$ cat src/rtl/bcrypt_pkg.sv
// ============================================================================
// Module   : bcrypt_pkg
// Brief    : Shared types and constants for the bcrypt hash string encoder.
// Revision : 1.0 - initial release
// ============================================================================
`default_nettype none

package bcrypt_pkg;

    typedef enum logic [2:0] {
        IDLE   = 3'd0,
        PREFIX = 3'd1,
        COST   = 3'd2,
        SALT   = 3'd3,
        CTEXT  = 3'd4
    } enc_state_t;

    localparam int HASH_W     = 326;
    localparam int N_CHARS    = 60;
    localparam int SALT_CHARS = 22;
    localparam int CT_CHARS   = 31;
    localparam int CT_BITS    = 184;
    localparam int SALT_BITS  = 128;

    localparam logic [7:0] c_ASCII_DOLLAR = 8'h24;
    localparam logic [7:0] c_ASCII_TWO    = 8'h32;
    localparam logic [7:0] c_ASCII_ZERO   = 8'h30;

    // Index of the first character of each field, and of the final character.
    localparam logic [5:0] c_IDX_COST_FIRST = 6'd4;
    localparam logic [5:0] c_IDX_COST_SEP   = 6'd6;
    localparam logic [5:0] c_IDX_SALT_FIRST = 6'd7;
    localparam logic [5:0] c_IDX_CT_FIRST   = 6'd29;
    localparam logic [5:0] c_IDX_LAST       = 6'd59;

    // Tens digit of a 6-bit cost via a compare chain (no divider).
    function automatic logic [2:0] cost_tens(input logic [5:0] cost);
        logic [2:0] tens;
        if      (cost >= 6'd60) tens = 3'd6;
        else if (cost >= 6'd50) tens = 3'd5;
        else if (cost >= 6'd40) tens = 3'd4;
        else if (cost >= 6'd30) tens = 3'd3;
        else if (cost >= 6'd20) tens = 3'd2;
        else if (cost >= 6'd10) tens = 3'd1;
        else                    tens = 3'd0;
        return tens;
    endfunction

endpackage

`default_nettype wire

$ cat src/rtl/b64_char_map.sv
// ============================================================================
// Module   : b64_char_map
// Brief    : bcrypt radix-64 code to ASCII ("./A-Za-z0-9"), combinational.
// Revision : 1.0 - initial release
// ============================================================================
`default_nettype none

module b64_char_map (
    input  logic [5:0] code,
    output logic [7:0] ascii
);

    logic [7:0] w_code8;

    assign w_code8 = {2'b00, code};

    always_comb begin
        ascii = 8'h00;
        if (code < 6'd2)
            ascii = w_code8 + 8'h2E;        // '.' '/'
        else if (code < 6'd28)
            ascii = w_code8 + 8'h3F;        // 'A'..'Z'
        else if (code < 6'd54)
            ascii = w_code8 + 8'h45;        // 'a'..'z'
        else
            ascii = w_code8 - 8'h06;        // '0'..'9'
    end

endmodule

`default_nettype wire

$ cat src/rtl/hash_b64_encoder.sv
// ============================================================================
// Module   : hash_b64_encoder
// Brief    : Packs cost/salt/ctext into the 60-char "$2b$cc$..." string, one
//            byte per out_valid/out_ready handshake.
// Revision : 1.0 - initial release
// ============================================================================
`default_nettype none

module hash_b64_encoder
    import bcrypt_pkg::*;
#(
    parameter logic [7:0] VER_CHAR = 8'h62
) (
    input  logic              clk,
    input  logic              rst,
    input  logic [HASH_W-1:0] hash,
    input  logic              hash_valid,
    output logic              hash_ready,
    output logic [7:0]        out_data,
    output logic              out_valid,
    input  logic              out_ready,
    output logic              out_last,
    output logic              busy
);

    enc_state_t               r_state, w_state_nxt;
    logic [5:0]               r_idx, w_idx_nxt;
    logic [5:0]               r_cost, w_cost_nxt;
    logic [SALT_BITS-1:0]     r_salt, w_salt_nxt;
    logic [CT_BITS-1:0]       r_ct, w_ct_nxt;
    logic [7:0]               r_out_data, w_data_nxt;
    logic                     r_out_valid, w_valid_nxt;
    logic                     r_out_last, w_last_nxt;

    logic                     w_fire;
    logic [5:0]               w_idx_inc;
    logic [SALT_BITS-1:0]     w_salt_adv;
    logic [CT_BITS-1:0]       w_ct_adv;
    logic [5:0]               w_code;
    logic [7:0]               w_b64_char;
    logic [2:0]               w_tens;
    logic [5:0]               w_units;
    logic [7:0]               w_next_char;
    enc_state_t               w_next_field;
    logic                     w_unused_ct_lsb;

    // ctext[7:0] never reaches the string.
    assign w_unused_ct_lsb = ^hash[7:0];

    assign w_fire    = r_out_valid & out_ready;
    assign w_idx_inc = r_idx + 6'd1;

    // The output register always holds the presented char; on a handshake the
    // next char is built from the shift regs as they will look after the shift.
    assign w_salt_adv = (r_state == SALT)  ? {r_salt[SALT_BITS-7:0], 6'b0} : r_salt;
    assign w_ct_adv   = (r_state == CTEXT) ? {r_ct[CT_BITS-7:0], 6'b0}     : r_ct;
    assign w_code     = (w_idx_inc < c_IDX_CT_FIRST) ? w_salt_adv[SALT_BITS-1 -: 6]
                                                     : w_ct_adv[CT_BITS-1 -: 6];

    assign w_tens  = cost_tens(r_cost);
    assign w_units = r_cost - ({3'b000, w_tens} * 6'd10);

    b64_char_map u_char_map (
        .code  (w_code),
        .ascii (w_b64_char)
    );

    always_comb begin
        w_next_char  = w_b64_char;
        w_next_field = CTEXT;
        if (w_idx_inc < c_IDX_COST_FIRST) begin
            w_next_field = PREFIX;
            case (w_idx_inc[1:0])
                2'd1:    w_next_char = c_ASCII_TWO;
                2'd2:    w_next_char = VER_CHAR;
                default: w_next_char = c_ASCII_DOLLAR;
            endcase
        end else if (w_idx_inc < c_IDX_SALT_FIRST) begin
            w_next_field = COST;
            if (w_idx_inc == c_IDX_COST_FIRST)
                w_next_char = c_ASCII_ZERO + {5'b00000, w_tens};
            else if (w_idx_inc == c_IDX_COST_SEP)
                w_next_char = c_ASCII_DOLLAR;
            else
                w_next_char = c_ASCII_ZERO + {2'b00, w_units};
        end else if (w_idx_inc < c_IDX_CT_FIRST) begin
            w_next_field = SALT;
        end
    end

    always_comb begin
        w_state_nxt = r_state;
        w_idx_nxt   = r_idx;
        w_cost_nxt  = r_cost;
        w_salt_nxt  = r_salt;
        w_ct_nxt    = r_ct;
        w_data_nxt  = r_out_data;
        w_valid_nxt = r_out_valid;
        w_last_nxt  = r_out_last;
        case (r_state)
            IDLE: begin
                if (hash_valid) begin
                    w_state_nxt = PREFIX;
                    w_idx_nxt   = 6'd0;
                    w_cost_nxt  = hash[325:320];
                    w_salt_nxt  = hash[319:192];
                    w_ct_nxt    = hash[191:8];
                    w_data_nxt  = c_ASCII_DOLLAR;
                    w_valid_nxt = 1'b1;
                    w_last_nxt  = 1'b0;
                end
            end
            PREFIX, COST, SALT, CTEXT: begin
                if (w_fire) begin
                    w_salt_nxt = w_salt_adv;
                    w_ct_nxt   = w_ct_adv;
                    if (r_idx == c_IDX_LAST) begin
                        w_state_nxt = IDLE;
                        w_idx_nxt   = 6'd0;
                        w_data_nxt  = 8'h00;
                        w_valid_nxt = 1'b0;
                        w_last_nxt  = 1'b0;
                    end else begin
                        w_state_nxt = w_next_field;
                        w_idx_nxt   = w_idx_inc;
                        w_data_nxt  = w_next_char;
                        w_last_nxt  = (w_idx_inc == c_IDX_LAST);
                    end
                end
            end
            default: begin
                w_state_nxt = IDLE;
                w_valid_nxt = 1'b0;
                w_last_nxt  = 1'b0;
            end
        endcase
    end

    always_ff @(posedge clk or posedge rst) begin
        if (rst) begin
            r_state     <= IDLE;
            r_idx       <= 6'd0;
            r_cost      <= 6'd0;
            r_salt      <= '0;
            r_ct        <= '0;
            r_out_data  <= 8'h00;
            r_out_valid <= 1'b0;
            r_out_last  <= 1'b0;
        end else begin
            r_state     <= w_state_nxt;
            r_idx       <= w_idx_nxt;
            r_cost      <= w_cost_nxt;
            r_salt      <= w_salt_nxt;
            r_ct        <= w_ct_nxt;
            r_out_data  <= w_data_nxt;
            r_out_valid <= w_valid_nxt;
            r_out_last  <= w_last_nxt;
        end
    end

    assign hash_ready = (r_state == IDLE);
    assign busy       = ~hash_ready;
    assign out_data   = r_out_data;
    assign out_valid  = r_out_valid;
    assign out_last   = r_out_last;

endmodule

`default_nettype wire

$ cat config.mk
export PLATFORM = sky130hd
export DESIGN_NAME = hash_b64_encoder
export DESIGN_NICKNAME = d
export VERILOG_FILES = /design/src/rtl/bcrypt_pkg.sv /design/src/rtl/b64_char_map.sv /design/src/rtl/hash_b64_encoder.sv
export SDC_FILE = /design/constraint.sdc
export NUM_CORES = 1
export LEC_CHECK = 0
export BUFFER_PORTS_ARGS = -buffer_cell sky130_fd_sc_hd__buf_2
export CORE_UTILIZATION = 40
export CTS_CLUSTER_SIZE = 14
export DETAILED_ROUTE_END_ITERATION = 12
export GPL_ROUTABILITY_DRIVEN = 0
export PLACE_DENSITY = 0.74
export SYNTH_ARGS = -nofsm -noshare
export SYNTH_HDL_FRONTEND = slang
export SYNTH_SLANG_ARGS = --single-unit
$ cat constraint.sdc
create_clock -name clk -period 15.2 [get_ports clk]
set_input_delay 3.8 -clock clk [delete_from_list [all_inputs] [get_ports clk]]
set_output_delay 3.8 -clock clk [all_outputs]
set_load 0.1 [all_outputs]
==> results.toml, run 1 <==
[min_path]
min_path_type = "register to register"
hold_path_startpoint = "r_salt[12]"
hold-path-endpoint = "r_salt[12]"
min_path_cells = 2

[global_route]
grt_max_degree = 141
gr-total-overflow = 0
grt_first_pass_wirelength_um = 72100
gr-usage-all-layers_pct = 21.6
antenna_found_initial = 20
grt_pass1_vias = 13500

[worst_setup_path]
worstPathRequired_ps = 15590
critPathSlowestCell = "buf_4"
rr_startpoint = "r_idx[0]"
cp_top_family = "buffers and inverters"
cp-start-kind = "input port"
reg2reg_depth = 13
slowest_delay_ps = 880
r2r_end = "out_data[4]"
worst-setup-path-type = "input port to register"
end_kind = "register"
crit_buf_inv = 3
crit_chain = "buf_2, nand2_1, nand2_1, o21ai_2, a21o_4, buf_4, buf_4, o21ai_0"
ff2ff_setup_slack_ps = 10820
crit_arrival_ps = 6550
critPathMaxFanout = 140

[timing]
setup_slack_ps = 9040
clock_skew_ps = 19.1
hold_viol = 0
finalMaxSlewViolations = 0
worst_pin_slew_ps = 1140
period_share_pct = 40.5
period_needed_ps = 6160
max_freq_mhz = 162
fin_tns_setup_ps = 0
slew_headroom_pct = 24.1
grt_setup_unrepaired = "false"
setup_violations = 0

[detailed_routing]
drtAntennaViolNets = 0
wl_per_cell_um = 17.8
drtIter0Drc = 1560
viasPerCell = 5.66
vias = 14300
route.detailed.drc = 0
firstDrtPassIters = 5
wirelength_um = 45200

[power]
p_leak_nw = 8.71
ir_worst_vdd_mv = 0.163
power.density_nw_per_um2 = 226
power.total_w = 0.00441

[clock_network]
clk_pin_slew_ps = 60
clockBufferDepth = 3
root_buffer = "clkbuf_16"
cts_inserted_buffers = 40
clock_latency_ps = 560
cts.sinks = 337
cts_tree = "yes"
htreeDepth = 2
cts_hold_buf = 0
post_cts_buffers = 0
post_cts_resized = 0

[yosys]
synth_edf_count = 0
ys_types = 68
synth_top_flop_cell = "dfrtp_1"
syn_nets = 2078
synth-async-reset-ratio_pct = 100
synth.avg_cell_area_um2 = 9.35
ys_ff_latch = 337
syn-cell-area_um2 = 16200
seq_area_frac_synth_pct = 52.1
ys_warn_count = 0
synth_cells = 1732

[layout]
final_common_cell = "nor2_1"
final_util_pct = 49.0
drive_above_1_share_pct = 22.2
final_cell_mix = "nor2_1, dfrtp_1, buf_2, a221oi_1, nand2_1"
fin_nets = 2307
fin_area_um2 = 19500
syn2layout_area_growth_pct = 20.4

[placed_design]
dp_slack_ps = 8550
place_area_um2 = 18000
hpwl_um = 29200
port_buffers = 333

[floorplanning]
die_w_um = 203
start_util_pct = 40.7
placementRows = 73
floorplan.die_area_um2 = 41300
die_h_um = 203
core_area_um2 = 39800
io_pins = 342

[outcome]
status = "finished, final reports clean"

[job]
cap_violations = 0
[cells by family after synthesis]
family,share of synthesized area [%]
compound gates,23.5
fa+ha+maj,1.28
buf+inv,4.41
simple gates,15.5
xor+xnor,0.541
flops,52.1
mux,2.66
[cell type report]
class | instances | area (um2)
diodes | 20 | 50.0
clock buffers | 58 | 1190
clock inverters | 15 | 268
fillers | 3746 | 20300
inverters | 13 | 57.6
multi-input cells | 1223 | 7090
flip-flops and latches | 337 | 8430
well taps | 525 | 657
repair buffers | 346 | 1760
[state kept, by name, summed over array words and instances, names as in the netlist]
name,cells
r_idx,6
out_last,1
r_state,3
r_salt,128
out_data,8
out_valid,1
r_cost,6
r_ct,184
[power by group]
part / switching, W / internal (W) / total [W]
clock network: 0.000389 / 0.000664 / 0.00105
registers: 0.000280 / 0.00130 / 0.00158
logic: 0.00113 / 0.000648 / 0.00178
total: 0.00180 / 0.00261 / 0.00441
[routing by layer]
layer	routed length [um]	vias up	GRT usage (%)
li1	-	6753	-
met2	21400	506	32.2
met4	1570	2	11.1
met3	2710	100	3.79
met5	13	-	0
met1	19500	6987	30.1
[worst max-delay path by stage]
stage                  end  cells after the start      start  slack (ps)
2_1_floorplan  out_data[0]                      1        rst        2060
3_3_place_gp    r_salt[69]                      8  out_ready        8630
3_5_place_dp    r_salt[42]                      8  out_ready        8550
4_1_cts         r_salt[63]                      8  out_ready        9130
5_1_grt         r_salt[83]                      8  out_ready        8770
6_report        r_salt[63]                      8  out_ready        9040
[Yosys cell counts, types with 3 or more instances]
master,count,area share (%)
a221oi_1,174,9.4
clkbuf_1,107,2.5
mux2_2,13,0.90
mux2i_1,27,1.7
or2_2,5,0.19
buf_1,10,0.23
and3_1,3,0.12
o21ai_1,3,0.093
nor2b_1,5,0.19
nor3_1,16,0.49
or3_1,3,0.12
a21o_1,3,0.14
nor2_1,380,8.8
inv_1,11,0.25
nand3_1,13,0.40
xor2_1,5,0.27
nand3b_1,5,0.23
ha_1,15,1.2
a21oi_1,30,0.93
a22o_1,8,0.43
o21ai_0,148,4.6
xnor2_1,5,0.27
o22ai_1,10,0.39
buf_2,37,1.1
a211oi_1,6,0.28
a22oi_1,117,5.4
and2_1,4,0.15
a31oi_1,6,0.23
nand2b_1,10,0.39
a21boi_0,3,0.14
nand2_1,166,3.8
dfrtp_1,337,52
[per-stage QoR]
stage,hold slack [ps],std cells
after floorplan,451,1732
after global placement,461,2444
after detailed placement,471,2444
after CTS,484,2517
after global routing,491,2536
final,478,2537
[worst reg2reg max path: cells and delay by family (launching register included)]
kind,cells,cell delay (ps)
muxes,2,880
and+or+nand+nor,3,430
AOI/OAI and AO/OA,5,1560
DFF,1,530
adders and majority gates,2,690
buffers and inverters,1,180
Note: power is estimated with default switching activity, not from simulation.
==> run 2, diff against run 1 <==
--- a/config.mk
+++ b/config.mk
@@ -5,12 +5,13 @@
 export SDC_FILE = /design/constraint.sdc
 export NUM_CORES = 1
 export LEC_CHECK = 0
+export ABC_AREA = 1
 export BUFFER_PORTS_ARGS = -buffer_cell sky130_fd_sc_hd__buf_2
 export CORE_UTILIZATION = 40
 export CTS_CLUSTER_SIZE = 14
 export DETAILED_ROUTE_END_ITERATION = 12
 export GPL_ROUTABILITY_DRIVEN = 0
-export PLACE_DENSITY = 0.74
+export PLACE_DENSITY = 0.73
 export SYNTH_ARGS = -nofsm -noshare
 export SYNTH_HDL_FRONTEND = slang
 export SYNTH_SLANG_ARGS = --single-unit
==> constraint.sdc (replaced) <==
create_clock -name clk -period 5.9 [get_ports clk]
set_input_delay 1.475 -clock clk [delete_from_list [all_inputs] [get_ports clk]]
set_output_delay 1.475 -clock clk [all_outputs]
set_load 0.1 [all_outputs]
==> results.toml, run 2 <==
[outcome]
status = "finished, final reports clean"

[worst_setup_path]
end_kind = "register"
critPathSlowestCell = "nand2_4"
r2r_end = "r_salt[0]"
crit_buf_inv = 4
rr_startpoint = "r_state[1]"
cp_common_cell = "nand2_2"
cp-startpoint = "r_state[1]"
crit_chain = "nor2_4, nand2_4, nand2_2, inv_8, o22ai_4, inv_2, nand2_2, inv_6, buf_4, nand3_1, o21ai_0"
ff2ff_setup_slack_ps = 1640
reg2reg_depth = 11
worstPathRequired_ps = 6370
worst-setup-path-type = "register to register"
crit_arrival_ps = 4730
critical_path_depth = 11
cp-start-kind = "register"
cp_top_family = "buffers and inverters"
endpoint = "r_salt[0]"
slowest_delay_ps = 700
critPathMaxFanout = 140

[timing]
period_needed_ps = 4260
period_share_pct = 72.2
slew_headroom_pct = 22.4
finalMaxSlewViolations = 0
hold-worst-slack_ps = 484
setup_violations = 0
clock_skew_ps = 27.1
worst_pin_slew_ps = 1160
max_freq_mhz = 235
grt_setup_unrepaired = "false"
hold_viol = 0

[yosys]
ys_warn_count = 0
ys_types = 43
synth_common_cells = "nand2_1, o21ai_0, inv_1"
syn-cell-area_um2 = 17400
syn_nets = 2684
synth.most_common_cell = "nand2_1"
synth_cells = 2338
synth_top_flop_cell = "dfrtp_1"
synthTopCellsByArea = "dfrtp_1, nand2_1, o21ai_0"
ys_ff_latch = 337
seq_area_frac_synth_pct = 48.4
synth.avg_cell_area_um2 = 7.45
synth_edf_count = 0
yosysTopAreaCellShare_pct = 48.4
synth_top_area_cell = "dfrtp_1"
synth-async-reset-ratio_pct = 100

[clock_network]
cts.sinks = 337
htreeDepth = 2
clock_latency_ps = 570
root_buffer = "clkbuf_16"
clk_pin_slew_ps = 60
post_cts_resized = 0
cts_hold_buf = 0
post_cts_buffers = 0
clockBufferDepth = 3
cts_inserted_buffers = 39
cts_tree = "yes"

[layout]
final_util_pct = 48.3
multi_input_area_um2 = 7040
fillers = 4207
syn2layout_area_growth_pct = 19.2
top_register = "r_ct"
fin_nets = 2931
final_common_cell = "nand2_1"
largest_reg_flops = 184
final_cell_mix = "nand2_1, o21ai_0, inv_1, dfrtp_1, buf_2"
drive_above_1_share_pct = 17.7
seq_area_um2 = 8430

[power]
p_int_w = 0.00385
ir_worst_vdd_mv = 0.165
power.total_w = 0.00493
combPwrFrac_pct = 3.2
p_leak_nw = 10.1
p_seq_share_pct = 46.9
power.density_nw_per_um2 = 237
swShare_pct = 21.9
p_sw_w = 0.00108
p_clk_share_pct = 49.8

[floorplanning]
floorplan.die_area_um2 = 44400
io_pins = 342
die_h_um = 211
die_w_um = 211
start_util_pct = 40.5
placementRows = 76
core_area_um2 = 43000

[detailed_routing]
firstDrtPassIters = 5
vias = 15700
drtIter0Drc = 1188
viasPerCell = 4.87
wl_per_cell_um = 14.4
drtAntennaViolNets = 0
route.detailed.drc = 0
wirelength_um = 46500

[job]
cap_violations = 0

[placed_design]
hpwl_um = 30900
port_buffers = 333

[global_route]
gr-usage-all-layers_pct = 20.8
gr-total-overflow = 0
antenna_found_initial = 33
grt_first_pass_wirelength_um = 75000
grt_pass1_vias = 15100
grt_max_degree = 174

[min_path]
min_path_type = "register to register"
-- run 2: worst min-delay path: stages, from the launching register on --
cell and delay, ps:
dfrtp_1 340, nand2_1 50, nand2_1 60
-- run 2: cells by family after synthesis --
family / synth area share, %
compound gates: 19.7
fa+ha+maj: 1.19
flops: 48.4
buf+inv: 11.2
simple gates: 18.9
xor+xnor: 0.553
-- run 2: worst min-delay path by stage --
| stage | depth (start not counted) | end | from | slack (ps) |
|---|---|---|---|---|
| 2_1_floorplan | 2 | r_salt[116] | r_salt[116] | 440 |
| 3_3_place_gp | 2 | r_ct[175] | r_ct[175] | 470 |
| 3_5_place_dp | 2 | r_ct[173] | r_ct[173] | 470 |
| 4_1_cts | 2 | r_ct[173] | r_ct[173] | 480 |
| 5_1_grt | 2 | r_ct[172] | r_ct[172] | 510 |
| 6_report | 2 | r_ct[172] | r_ct[172] | 480 |
-- run 2: power groups by stage --
stage	combinational [W]	clock [W]	sequential (W)
2_1_floorplan	0.0000337	0	0.00236
3_3_place_gp	0.000163	0	0.00235
3_5_place_dp	0.000163	0	0.00235
4_1_cts	0.000164	0.00251	0.00231
5_1_grt	0.000178	0.00261	0.00231
6_report	0.000160	0.00246	0.00231
-- run 2: cell type report --
type / count / share of cell area [%]
Clock inverter: 12 / 0.753
Tap cell: 585 / 3.52
Timing Repair Buffer: 346 / 8.80
Sequential cell: 337 / 40.6
Multi-Input combinational cell: 1507 / 33.9
Inverter: 354 / 6.53
Antenna cell: 23 / 0.277
Clock buffer: 59 / 5.59
-- run 2: layer usage --
metal / share of wire (%) / GRT usage [%] / vias to the layer above
met1: 43 / 27.0 / 7227
li1: - / - / 7875
met4: 3.0 / 7.50 / 22
met5: 0.27 / 0 / -
met2: 46 / 33.0 / 472
met3: 7.3 / 6.14 / 108
-- run 2: per-stage QoR --
stage	std cells	setup WS, ps	cell area, um2	setup TNS, ps
floorplan	2338	-79.6	17400	-26820
global placement	3129	1740	19400	0
detailed placement	3129	1640	19400	0
CTS	3200	1630	20700	0
global route	3217	1200	20700	0
finish	3223	1640	20800	0
==> run 3, diff against run 2 <==
--- a/config.mk
+++ b/config.mk
@@ -5,13 +5,13 @@
 export SDC_FILE = /design/constraint.sdc
 export NUM_CORES = 1
 export LEC_CHECK = 0
-export ABC_AREA = 1
+export ABC_AREA = 0
 export BUFFER_PORTS_ARGS = -buffer_cell sky130_fd_sc_hd__buf_2
 export CORE_UTILIZATION = 40
 export CTS_CLUSTER_SIZE = 14
 export DETAILED_ROUTE_END_ITERATION = 12
 export GPL_ROUTABILITY_DRIVEN = 0
-export PLACE_DENSITY = 0.73
+export PLACE_DENSITY = 0.76
 export SYNTH_ARGS = -nofsm -noshare
 export SYNTH_HDL_FRONTEND = slang
 export SYNTH_SLANG_ARGS = --single-unit
==> constraint.sdc (replaced) <==
create_clock -name clk -period 3.8 [get_ports clk]
set_input_delay 0.95 -clock clk [delete_from_list [all_inputs] [get_ports clk]]
set_output_delay 0.95 -clock clk [all_outputs]
set_load 0.1 [all_outputs]
==> results.toml, run 3 (same netlist as run 1, synthesis figures left out) <==
[outcome]
status = "finished, final reports clean"

[timing]
setup_violations = 0
worst_pin_slew_ps = 985
grt_setup_unrepaired = "false"
fin_tns_setup_ps = 0
period_needed_ps = 3440
hold_viol = 0
slew_headroom_pct = 34.3
finalMaxSlewViolations = 0
period_share_pct = 90.5
clock_skew_ps = 22.4
hold-worst-slack_ps = 478
max_freq_mhz = 291

[job]
cap_violations = 0

[layout]
fin_nets = 2336
fillers = 3743
top_register = "r_ct"
fin_area_um2 = 19600
seq_area_um2 = 8430
largest_reg_flops = 184
multi_input_area_um2 = 7080
syn2layout_area_growth_pct = 21.3
final_util_pct = 49.3
final_cell_mix = "nor2_1, dfrtp_1, buf_2, a221oi_1, nand2_1"
drive_above_1_share_pct = 23.0
final_common_cell = "nor2_1"

[floorplanning]
die_h_um = 203
die_w_um = 203
placementRows = 73
floorplan.die_area_um2 = 41300
start_util_pct = 40.7
io_pins = 342
core_area_um2 = 39800

[power]
p_int_w = 0.0102
swShare_pct = 41.9
p_seq_share_pct = 36.4
p_leak_nw = 8.80
p_sw_w = 0.00732
power.total_w = 0.0175
combPwrFrac_pct = 42.8
power.density_nw_per_um2 = 890
p_clk_share_pct = 20.9
ir_worst_vdd_mv = 0.496

[global_route]
gr-usage-all-layers_pct = 22.6
grt_pass1_vias = 14100
grt_first_pass_wirelength_um = 75100
gr-total-overflow = 0
grt_max_degree = 115
antenna_found_initial = 15

[clock_network]
root_buffer = "clkbuf_16"
post_cts_buffers = 0
cts.sinks = 337
cts_tree = "yes"
clock_latency_ps = 560
post_cts_resized = 0
clk_pin_slew_ps = 60
clockBufferDepth = 3
cts_inserted_buffers = 40
htreeDepth = 2
cts_hold_buf = 0

[worst_setup_path]
critPathMaxFanout = 16
cp_top_family = "compound AO/OA/AOI/OAI gates"
worstPathRequired_ps = 4300
slowest_delay_ps = 630
cp-start-kind = "register"
critPathSlowestCell = "dfrtp_1"
worst-setup-path-type = "register to register"
reg2reg_depth = 14
cp_common_cell = "a21oi_1"
crit_chain = "nor2b_1, a21oi_1, mux2i_1, inv_1, ha_1, or2_2, a21oi_1, a21oi_1, xnor2_1, ha_1, nand2_1, o21ai_0, o21ai_0, o31a_1"
crit_buf_inv = 1
critical_path_depth = 14
crit_arrival_ps = 3930
end_kind = "register"

[detailed_routing]
firstDrtPassIters = 5
wl_per_cell_um = 18.4
drtIter0Drc = 1208
viasPerCell = 5.63
vias = 14400
drtAntennaViolNets = 0
wirelength_um = 46900
route.detailed.drc = 0

[placed_design]
port_buffers = 333
hpwl_um = 31800
place_area_um2 = 18400

[min_path]
min_path_cells = 2
min_path_type = "register to register"
==> run 3: changes by cell type in the layout (fill, tap and decap cells not counted), moves of 13 or more <==
cell / previous run / this run
diode_2: 23 / 9
nor2_1: 30 / 380
nand3_1: 33 / 13
o21ai_0: 495 / 148
a21oi_1: 15 / 30
o21ai_1: 124 / 3
mux2i_1: 0 / 27
buf_4: 8 / 28
mux2_2: 0 / 13
nor3_1: 1 / 16
a22oi_1: 0 / 117
nand2_1: 709 / 166
a221oi_1: 0 / 174
inv_1: 340 / 10
==> run 3: cell type report <==
type                       instances  share of cell area, %
inverter                          13                  0.274
antenna                            9                  0.115
clock buffer                      60                   5.88
clock inverter                    11                  0.427
timing repair buffer             375                   11.0
tap                              525                   3.34
sequential                       337                   42.9
multi-input combinational       1223                   36.1
==> run 3: final timing paths <==
check / to / start / slack [ps]
hold / removal: r_salt[86] / r_salt[86] / 480
min in group asynchronous: r_salt[113] / rst / 490
max in group asynchronous: r_salt[40] / rst / 2380
hold reg to reg: r_salt[86] / r_salt[86] / 480
setup reg to reg: out_data[5] / r_cost[3] / 360
setup / recovery: out_data[5] / r_cost[3] / 360
==> run 3: per-stage QoR <==
step | std cells | setup WS, ps
2_1_floorplan | 1732 | -1650
3_3_place_gp | 2473 | 503
3_5_place_dp | 2473 | 476
4_1_cts | 2544 | 427
5_1_grt | 2552 | 138
6_report | 2553 | 362
==> run 3: per-layer routing <==
| layer | global-route usage [%] | vias to the layer above | part of all wire, % |
|---|---|---|---|
| li1 | - | 6799 | - |
| met1 | 29.4 | 6935 | 42 |
| met2 | 35.7 | 521 | 47 |
| met3 | 5.54 | 109 | 7.4 |
| met4 | 9.99 | 14 | 3.4 |
| met5 | 0 | - | 0.18 |
==> run 3: tightest hold or removal path: stages (launching register included) <==
cell and delay (ps):
dfrtp_1 340, nand2_1 40, o21ai_0 60
==> run 3: power groups by stage <==
stage | sequential [W] | combinational [W] | clock (W)
after detailed placement | 0.00637 | 0.00744 | 0
final | 0.00636 | 0.00747 | 0.00365
after global placement | 0.00629 | 0.00715 | 0
after CTS | 0.00633 | 0.00747 | 0.00375
after floorplan | 0.00614 | 0.00566 | 0
after global routing | 0.00654 | 0.00845 | 0.00387
